$ cat src/rtl/wave_gen_pkg.sv
// Shared types and constants for the multi-channel waveform generator.
//   wg_mode_t  : per-channel operating mode
//   MIN_PERIOD : smallest effective period; shorter requests are clamped up
package wave_gen_pkg;

  typedef enum logic [1:0] {
    WG_OFF     = 2'd0,
    WG_SQUARE  = 2'd1,
    WG_PWM     = 2'd2,
    WG_ONESHOT = 2'd3
  } wg_mode_t;

  localparam int MIN_PERIOD = 2;

  // True for every mode in which the phase counter advances.
  function automatic logic is_running(input wg_mode_t m);
    return (m != WG_OFF);
  endfunction

endpackage

$ cat src/rtl/wave_gen_channel.sv
// One waveform channel: shadow config, pending flag, active config,
// phase counter and registered wave / period_tick / done outputs.
// Ports:
//   clk, reset_n    clock, synchronous active-low reset
//   load            accepted config transfer addressed to this channel
//   cfg_mode/period/duty  config payload captured into the shadow on load
//   pending         shadow holds an update not yet applied
//   wave            registered waveform output
//   period_tick     1-cycle pulse on the first output cycle of each period
//   done            1-cycle pulse when a ONESHOT period finishes
//
// The outputs are flops fed from the current phase, so each output cycle
// reflects the phase of the previous cycle. This keeps every output free
// of any combinational path from the inputs.
module wave_gen_channel
  import wave_gen_pkg::*;
#(
  parameter int CNT_W = 21
) (
  input  logic             clk,
  input  logic             reset_n,
  input  logic             load,
  input  wg_mode_t         cfg_mode,
  input  logic [CNT_W-1:0] cfg_period,
  input  logic [CNT_W-1:0] cfg_duty,
  output logic             pending,
  output logic             wave,
  output logic             period_tick,
  output logic             done
);

  localparam logic [CNT_W-1:0] PMIN = CNT_W'(MIN_PERIOD);

  function automatic logic [CNT_W-1:0] eff_period(input logic [CNT_W-1:0] p);
    return (p < PMIN) ? PMIN : p;
  endfunction

  function automatic logic [CNT_W-1:0] high_count(input wg_mode_t m,
                                                  input logic [CNT_W-1:0] p,
                                                  input logic [CNT_W-1:0] d);
    logic [CNT_W-1:0] pe;
    pe = eff_period(p);
    case (m)
      WG_SQUARE:  return pe >> 1;
      WG_PWM,
      WG_ONESHOT: return (d < pe) ? d : pe;
      default:    return '0;
    endcase
  endfunction

  // shadow copy
  wg_mode_t         sh_mode,   nx_sh_mode;
  logic [CNT_W-1:0] sh_period, nx_sh_period;
  logic [CNT_W-1:0] sh_duty,   nx_sh_duty;
  logic             pend_q,    nx_pend;

  // active copy, stored already reduced to effective period and high count
  wg_mode_t         act_mode,  nx_mode;
  logic [CNT_W-1:0] act_peff,  nx_peff;
  logic [CNT_W-1:0] act_h,     nx_h;
  logic [CNT_W-1:0] phase,     nx_phase;

  logic wave_q, nx_wave;
  logic tick_q, nx_tick;
  logic done_q, nx_done;

  logic running;
  logic at_wrap;

  always_comb begin
    nx_sh_mode   = sh_mode;
    nx_sh_period = sh_period;
    nx_sh_duty   = sh_duty;
    nx_pend      = pend_q;
    nx_mode      = act_mode;
    nx_peff      = act_peff;
    nx_h         = act_h;
    nx_phase     = phase;

    running = is_running(act_mode);
    at_wrap = running && (phase == act_peff - CNT_W'(1));

    nx_wave = running && (phase < act_h);
    nx_tick = running && (phase == '0);
    nx_done = (act_mode == WG_ONESHOT) && at_wrap;

    // An update lands either immediately on an idle channel or on the
    // wrap edge of a running one, so periods are never cut or stretched.
    if (pend_q && (!running || at_wrap)) begin
      nx_mode  = sh_mode;
      nx_peff  = eff_period(sh_period);
      nx_h     = high_count(sh_mode, sh_period, sh_duty);
      nx_phase = '0;
      nx_pend  = 1'b0;
    end else if (at_wrap) begin
      nx_phase = '0;
      if (act_mode == WG_ONESHOT) nx_mode = WG_OFF;
    end else if (running) begin
      nx_phase = phase + CNT_W'(1);
    end

    // load never coincides with an apply: the top only loads when not pending
    if (load) begin
      nx_sh_mode   = cfg_mode;
      nx_sh_period = cfg_period;
      nx_sh_duty   = cfg_duty;
      nx_pend      = 1'b1;
    end
  end

  always_ff @(posedge clk) begin
    if (!reset_n) begin
      sh_mode   <= WG_OFF;
      sh_period <= '0;
      sh_duty   <= '0;
      pend_q    <= 1'b0;
      act_mode  <= WG_OFF;
      act_peff  <= PMIN;
      act_h     <= '0;
      phase     <= '0;
      wave_q    <= 1'b0;
      tick_q    <= 1'b0;
      done_q    <= 1'b0;
    end else begin
      sh_mode   <= nx_sh_mode;
      sh_period <= nx_sh_period;
      sh_duty   <= nx_sh_duty;
      pend_q    <= nx_pend;
      act_mode  <= nx_mode;
      act_peff  <= nx_peff;
      act_h     <= nx_h;
      phase     <= nx_phase;
      wave_q    <= nx_wave;
      tick_q    <= nx_tick;
      done_q    <= nx_done;
    end
  end

  assign pending     = pend_q;
  assign wave        = wave_q;
  assign period_tick = tick_q;
  assign done        = done_q;

endmodule

$ cat src/rtl/wave_gen_multi.sv
// Multi-channel programmable waveform generator.
// Ports:
//   clk, reset_n   clock, synchronous active-low reset
//   cfg_valid      config request valid
//   cfg_ready      0 only while the addressed channel already has a pending update
//   cfg_ch         target channel (values >= NUM_CH are dropped with cfg_err)
//   cfg_mode       OFF / SQUARE / PWM / ONESHOT
//   cfg_period     period in clk cycles (clamped to at least 2)
//   cfg_duty       high cycles per period for PWM / ONESHOT
//   cfg_err        1-cycle pulse after a transfer to an out-of-range channel
//   wave           registered waveform per channel
//   period_tick    per-channel pulse on the first cycle of each period
//   done           per-channel pulse when a ONESHOT completes
//
// Handshake: a transfer happens on a posedge where cfg_valid and cfg_ready
// are both 1. cfg_ready depends only on cfg_ch and internal state, never on
// cfg_valid. Payload must be held while cfg_valid=1 and cfg_ready=0.
module wave_gen_multi
  import wave_gen_pkg::*;
#(
  parameter int NUM_CH = 4,
  parameter int CNT_W  = 21,
  parameter int CH_W   = (NUM_CH > 1) ? $clog2(NUM_CH) : 1
) (
  input  logic              clk,
  input  logic              reset_n,
  input  logic              cfg_valid,
  output logic              cfg_ready,
  input  logic [CH_W-1:0]   cfg_ch,
  input  wg_mode_t          cfg_mode,
  input  logic [CNT_W-1:0]  cfg_period,
  input  logic [CNT_W-1:0]  cfg_duty,
  output logic              cfg_err,
  output logic [NUM_CH-1:0] wave,
  output logic [NUM_CH-1:0] period_tick,
  output logic [NUM_CH-1:0] done
);

  logic [NUM_CH-1:0] pending;
  logic [NUM_CH-1:0] load;
  logic              in_range;
  logic              err_q;

  // channel decode: out-of-range selects stay ready so the request is
  // consumed (and flagged) rather than stalling the front-end
  always_comb begin
    in_range  = 1'b0;
    cfg_ready = 1'b1;
    load      = '0;
    for (int i = 0; i < NUM_CH; i++) begin
      if (cfg_ch == CH_W'(i)) begin
        in_range  = 1'b1;
        cfg_ready = ~pending[i];
        load[i]   = cfg_valid & ~pending[i];
      end
    end
  end

  always_ff @(posedge clk) begin
    if (!reset_n) err_q <= 1'b0;
    else          err_q <= cfg_valid & ~in_range;
  end

  assign cfg_err = err_q;

  for (genvar g = 0; g < NUM_CH; g++) begin : g_ch
    wave_gen_channel #(.CNT_W(CNT_W)) u_ch (
      .clk         (clk),
      .reset_n     (reset_n),
      .load        (load[g]),
      .cfg_mode    (cfg_mode),
      .cfg_period  (cfg_period),
      .cfg_duty    (cfg_duty),
      .pending     (pending[g]),
      .wave        (wave[g]),
      .period_tick (period_tick[g]),
      .done        (done[g])
    );
  end

endmodule

$ cat config.mk
export PLATFORM = sky130hd
export DESIGN_NAME = wave_gen_multi
export DESIGN_NICKNAME = d
export VERILOG_FILES = /design/src/rtl/wave_gen_pkg.sv /design/src/rtl/wave_gen_channel.sv /design/src/rtl/wave_gen_multi.sv
export SDC_FILE = /design/constraint.sdc
export NUM_CORES = 1
export LEC_CHECK = 0
export CAP_MARGIN = 10
export CORE_MARGIN = 2
export CORE_UTILIZATION = 31
export CTS_CLUSTER_SIZE = 24
export DETAILED_ROUTE_END_ITERATION = 8
export PLACE_DENSITY = 0.52
export SLEW_MARGIN = 20
export SYNTH_ARGS = -nofsm -noshare
export SYNTH_HDL_FRONTEND = slang
export SYNTH_SLANG_ARGS = --single-unit
$ cat constraint.sdc
create_clock -name clk -period 3.7 [get_ports clk]
set_clock_uncertainty 0.1 [all_clocks]
set_input_delay 0.74 -clock clk [delete_from_list [all_inputs] [get_ports clk]]
set_output_delay 0.74 -clock clk [all_outputs]
set_load 0.005 [all_outputs]
Yosys cells after proc, flatten, opt, wreduce, memory -nomap -nowiden
Cells that the tools add are included.
{"block": "word_totals", "register_bits": 453, "output_inout_bits": 14}
{"block": "op_classes", "addsub": 8, "order_cmp": 12, "n_eq_ne": 23, "muxes": 44, "bitwise_logic": 11, "n_reduce_logical": 61}
{"operator": "< comparator 21 bit", "count": 8}
{"operator": "two-way mux 21 bit", "count": 8}
{"operator": "one-hot mux 21 bit (2 select lines)", "count": 4}
{"operator": "adder 21 x 1 -> 21 bit, second input constant", "count": 4}
{"operator": "== test 21 bit", "count": 4}
{"operator": "zero test 21 bit", "count": 4}
{"operator": "< comparator 21 x 2 -> 1 bit, second input constant", "count": 4}
{"operator": "subtractor 21 x 1 -> 21 bit, second input constant", "count": 4}
{"operator": "nonzero test 2 bit", "count": 16}
{"operator": "== test 2 bit, second input constant", "count": 14}
{"operator": "two-way mux 2 bit", "count": 12}
{"operator": "logical AND 1 bit", "count": 20}
{"operator": "two-way mux 1 bit", "count": 20}
{"operator": "OR reduction 3 bit", "count": 4}
{"operator": "== test 2 x 1 -> 1 bit, second input constant", "count": 5}
{"operator": "AND reduction 2 bit", "count": 4}
{"operator": "OR reduction 2 bit", "count": 4}
{"operator": "NOT 1 bit", "count": 6}
{"operator": "AND 1 bit", "count": 5}
{"operator": "zero test 1 bit", "count": 4}
{"operator": "logical OR 1 bit", "count": 4}
{"operator": "zero test 2 bit", "count": 1}

Longest topological paths before layout
{"block": "depth", "ltp_word": 7, "depth_mapped": 16}

Modules after synthesis
From an unflattened synthesis, not the netlist that was laid out.
{"block": "unflattened", "hier_cells": 3327, "area_unflattened_um2": 27973.1}
{"module": "wave_gen_channel at g_ch[0].u_ch ...", "instances": 3, "cells_per_inst": 852, "area_per_inst_um2": 7119.3, "seq_area_each_um2": 2262.2}
{"module": "wave_gen_channel at g_ch[1].u_ch", "instances": 1, "cells_per_inst": 762, "area_per_inst_um2": 6530.0, "seq_area_each_um2": 2262.2}
{"module": "wave_gen_multi", "instances": 1, "cells_per_inst": 9, "area_per_inst_um2": 85.1, "seq_area_each_um2": 20.0}

Worst setup path before layout
No wires, ideal clock.
{"block": "synth_timing", "kind": "flip-flop to flip-flop", "start": "register g_ch[1].u_ch.act_peff[0]", "end": "register g_ch[1].u_ch.act_peff[11]", "arrival_time_ps": 3264, "path_slack_ps": 219, "path_stages_with_launch": 15, "cell_sequence": "dfxtp_1 clkbuf_1 inv_1 ha_1 or4b_1 clkbuf_1 or4b_4 or4_1 nand2_1 nand3b_1 o41ai_2 buf_6 buf_8 mux2i_1 nor2b_1"}
{"block": "synth_via", "elab_chain_cells": 5}
{"item": "start, declared", "line": "wave_gen_channel.sv:59", "source": "logic [CNT_W-1:0] act_peff, nx_peff;"}
{"item": "start signal, assigned", "line": "wave_gen_channel.sv:130", "source": "act_peff <= nx_peff;"}
{"item": "subtractor 21 x 1 -> 21 bit", "line": "wave_gen_channel.sv:81", "source": "at_wrap = running && (phase == act_peff - CNT_W'(1));"}
{"item": "== test 21 bit", "line": "wave_gen_channel.sv:81"}
{"item": "logical AND 1 bit", "line": "wave_gen_channel.sv:81"}
{"item": "logical OR 1 bit", "line": "wave_gen_channel.sv:89", "source": "if (pend_q && (!running || at_wrap)) begin"}
{"item": "logical AND 1 bit", "line": "wave_gen_channel.sv:89"}
No other way between the ends.
A chain may end at the register's enable or synchronous reset.

Worst setup path after layout
{"block": "layout_timing", "start": "register g_ch[0].u_ch.act_peff[7]", "end": "register g_ch[0].u_ch.act_mode[1]"}
{"block": "layout_via", "elab_chain_cells": 7}
{"item": "start, declared", "line": "wave_gen_channel.sv:59"}
{"item": "start signal, assigned", "line": "wave_gen_channel.sv:130"}
{"item": "subtractor 21 x 1 -> 21 bit *", "line": "wave_gen_channel.sv:81"}
{"item": "== test 21 bit *", "line": "wave_gen_channel.sv:81"}
{"item": "logical AND 1 bit *", "line": "wave_gen_channel.sv:81"}
{"item": "logical OR 1 bit", "line": "wave_gen_channel.sv:89"}
{"item": "logical AND 1 bit", "line": "wave_gen_channel.sv:89"}
{"item": "nonzero test 2 bit (no line)"}
{"item": "AND reduction 2 bit (no line)"}
{"item": "end signal, assigned", "line": "wave_gen_channel.sv:129", "source": "act_mode <= nx_mode;"}
{"item": "end, declared", "line": "wave_gen_channel.sv:58", "source": "wg_mode_t act_mode, nx_mode;"}
Mark *: on every way between the ends. The rest lies on a longest branch, timed or not.

==> summary.md <==
| Metric | Value |
|---|---|
| FP Rows | 107 |
| Max_slew headroom | 0.464 |
| Root buffer cell | clkbuf_16 |
| Ranking of synthesized cells by area | dfxtp_1 (34%), ha_1 (8.0%), nand2_1 (7.2%) |
| CP Buf/Inv Count | 1 |
| Area occupied by multi-input gates | 16,100 um2 |
| GRT Overall Usage | 0.174 |
| Total Wirelength | 79,900 um |
| Die ar. | 88,700 um2 |
| Area grow syn2layout | 16.4% |
| CTS Hold Buffers Added | 0 |
| Crit-path max FO | 7 |
| Worst setup SP type | flop |
| Pleak | 11.6 nW |
| CP max stage delay | 0.57 ns |
| Tmin final | 3.57 ns |
| CTS tree | done |
| Critical path data arrival time | 4.03 ns |
| Mapped Nets | 3,442 |
| Critical path data required time | 4.16 ns |
| Setup crit end kind | flop |
| Storage cell area | 9070 um2 |
| Synth warn | 0 |
| Final setup fails | 0 |
| Max cap viols | 0 |
| Top cells by count, synth | nand2_1 (516), dfxtp_1 (453), inv_1 (200), a21boi_0 (185), ha_1 (172) |
| Final worst-path cycle share | 0.966 |
| Hold path depth | 2 |
| Clk pin slew, worst setup/hold paths | 0.06 ns |
| Pin count of the biggest net entering global routing | 132 |
| DRC Markers | 0 |
| Clk sink count | 453 |
| Hold slack | 0.365 ns |
| Met2 wire len | 34,100 um |
| Hold crit path type | flop to flop |
| Post-synthesis register bit count | 453 |
| Sequential-to-total area share from yosys stat | 0.339 |
| Final hold vios | 0 |
| ANT nets after route | 0 |
| Post-synthesis cell area | 26,800 um2 |
| Initial Utilization | 0.314 |
| H-tree levels | 2 |
| Final Max Tran Viols | 0 |
| Core Footprint | 85,300 um2 |
| Fillers | 8,850 |
| Cell mode on critical path | or4_1 |
| TritonCTS Buffers | 54 |
| Total congestion overflow | 0 |
| Slowest stage cell, crit path | or4b_4 |
| Crit-path cells | or4_4 > or3_1 > or4_1 > mux2i_1 > or4b_4 > or4_1 > buf_4 > a21bo_2 > a21boi_1 |
| Nets | 3,502 |
| Syn Area/Cell | 8.31 um2 |
| Vias in the first global route | 20,914 |
| Peak VDD IR | 0.319 mV |
| Via density | 5.01 |
| Ys flop type | dfxtp_1 |
| Slew @ Worst Pin | 0.803 ns |
| Post-synth top area cell | dfxtp_1 |
| Worst path depth | 9 |
| WL met3 | 4160 um |
| Kind of critical path | flop to flop |
| Ports | 63 |
| Antenna violations before repair | 2 |
| Async set or reset register ratio after synthesis | 0 |
| Pre-antenna DRT Iters | 5 |
| Most frequent cell after synthesis | nand2_1 |
| Clock Latency Late Sink | 0.62 ns |
| Die height | 298 um |
| Drt wl/cell | 17.9 um |
| Synth cell types | 89 |
| Pwr dens | 394 nW/um2 |
| First-pass GRT wire length | 124,000 um |
| Setup tns final | 0 ns |
| Top sig layer | met5 |
| Number of synthesized flops with an enable pin | 0 |
| 1st-iter DRT viols | 1,453 |
| CP delay by family, top | simple AND/OR/NAND/NOR gates |
| Port bufs | 62 |
| Final Wtd Congestion | 0.868 |
| Maximum clock frequency | 0.280 GHz |
| Post-Syn Instances | 3,221 |
| Status | complete, no violations |
| RSZ-0062 raised after global routing | no |
| HPWL Detailed | 57,800 um |
| Share of the synthesized area in the top cell type | 0.339 |
| Wire length on met1 | 40,200 um |
| Die Wd | 298 um |
| Total number of vias | 22,375 |
| Ratio of cells with drive above 1 in the final layout | 0.111 |
| FF-to-FF path depth | 9 |
| Longest Clk Path Bufs | 3 |
report_power, final:
group          leakage (nW)  internal (mW)  switching, mW
clock                 0.912           3.37           2.28
combinational          6.98          0.681          0.866
sequential             3.67           4.98         0.0955
repair_timing:
action                                  CTS  global route
setup buffers                             0             4
hold endpoints to repair                  0             0
cloned                                    0             5
gates resized for setup                   2            16
endpoints found under the setup margin   11           112
pin swaps                                 0             2
sequential cells by signal, indices dropped and copies added (netlist names):
signal / flops
g_ch.u_ch.act_h: 84
g_ch.u_ch.act_peff: 84
g_ch.u_ch.phase: 84
g_ch.u_ch.sh_duty: 84
g_ch.u_ch.sh_period: 84
g_ch.u_ch.act_mode: 8
g_ch.u_ch.sh_mode: 8
g_ch.u_ch.done: 4
g_ch.u_ch.pending: 4
g_ch.u_ch.period_tick: 4
g_ch.u_ch.wave: 4
cfg_err: 1
kinds of logic after synthesis:
| family | Yosys count | share of synthesized area |
|---|---|---|
| multiplexers | 180 | 0.0709 |
| AND/OR/NAND/NOR | 1187 | 0.217 |
| flip-flops | 453 | 0.339 |
| adder cells (fa/ha/maj) | 172 | 0.0804 |
| AO/OA/AOI/OAI | 638 | 0.167 |
| XOR/XNOR | 186 | 0.0609 |
| buffers and inverters | 404 | 0.0649 |
| other | 1 | 0.000140 |
cells in the final DEF (no fill, tap or decap), types with 37 or more instances in the layout:
master           Yosys  routed
a21o_1              37      37
nor2b_1            102     102
xnor2_1             98      98
clkdlybuf4s50_1      0      61
dfxtp_1            453     453
a21oi_1            122     122
nor3_1              69      67
mux2i_1            114     114
nand2_1            516     515
nand3_1             66      66
nor4_1              63      60
xor2_1              88      88
buf_4               21     126
nor2_1             158     156
nand4_1             66      66
mux2_2              65      65
a22oi_1             41      41
clkbuf_16            0      59
ha_1               172     171
inv_1              200     200
o21ai_0             75      74
a21boi_0           185     185
path summary, 6_finish.rpt:
kind / slack [ns] / from / end
worst max-delay path: 0.13 / g_ch[0].u_ch.act_peff[7] / g_ch[0].u_ch.act_mode[1]
worst min-delay path: 0.36 / g_ch[1].u_ch.act_h[20] / g_ch[1].u_ch.act_h[20]
worst max register to register: 0.13 / g_ch[0].u_ch.act_peff[7] / g_ch[0].u_ch.act_mode[1]
worst min register to register: 0.36 / g_ch[1].u_ch.act_h[20] / g_ch[1].u_ch.act_h[20]
layout make-up:
class	instances	share of cell area
Timing Repair Buffer	208	0.0629
Multi-Input combinational cell	2364	0.516
Antenna cell	1	0.0000803
Clock buffer	74	0.0487
Sequential cell	453	0.291
Inverter	200	0.0241
Tap cell	1144	0.0459
Clock inverter	26	0.0112
worst min-delay path, cell delays in order, from the launching register on:
cell and delay (ns):
dfxtp_1 0.31, nand2_1 0.05, o21ai_0 0.06
metal layers:
| metal | vias up | global-route usage |
|---|---|---|
| li1 | 11302 | - |
| met4 | 4 | 0.0376 |
| met5 | - | 0.00866 |
| met3 | 79 | 0.0333 |
| met1 | 10610 | 0.252 |
| met2 | 380 | 0.266 |
through the flow:
| step | worst slack, ns | instance area [um2] | power [mW] | util | cells |
|---|---|---|---|---|---|
| 2_1_floorplan | 0.219 | 26800 | 6.15 | - | 3221 |
| 3_3_place_gp | 0.0625 | 29100 | 6.70 | 0.341 | 4360 |
| 3_5_place_dp | -0.0170 | 29100 | 6.70 | 0.341 | 4360 |
| 4_1_cts | 0.0336 | 31000 | 12.4 | 0.363 | 4460 |
| 5_1_grt | 0.00391 | 31100 | 12.8 | 0.365 | 4469 |
| 6_report | 0.126 | 31200 | 12.3 | 0.365 | 4470 |
No activity file was read; power rests on OpenSTA's default activity.
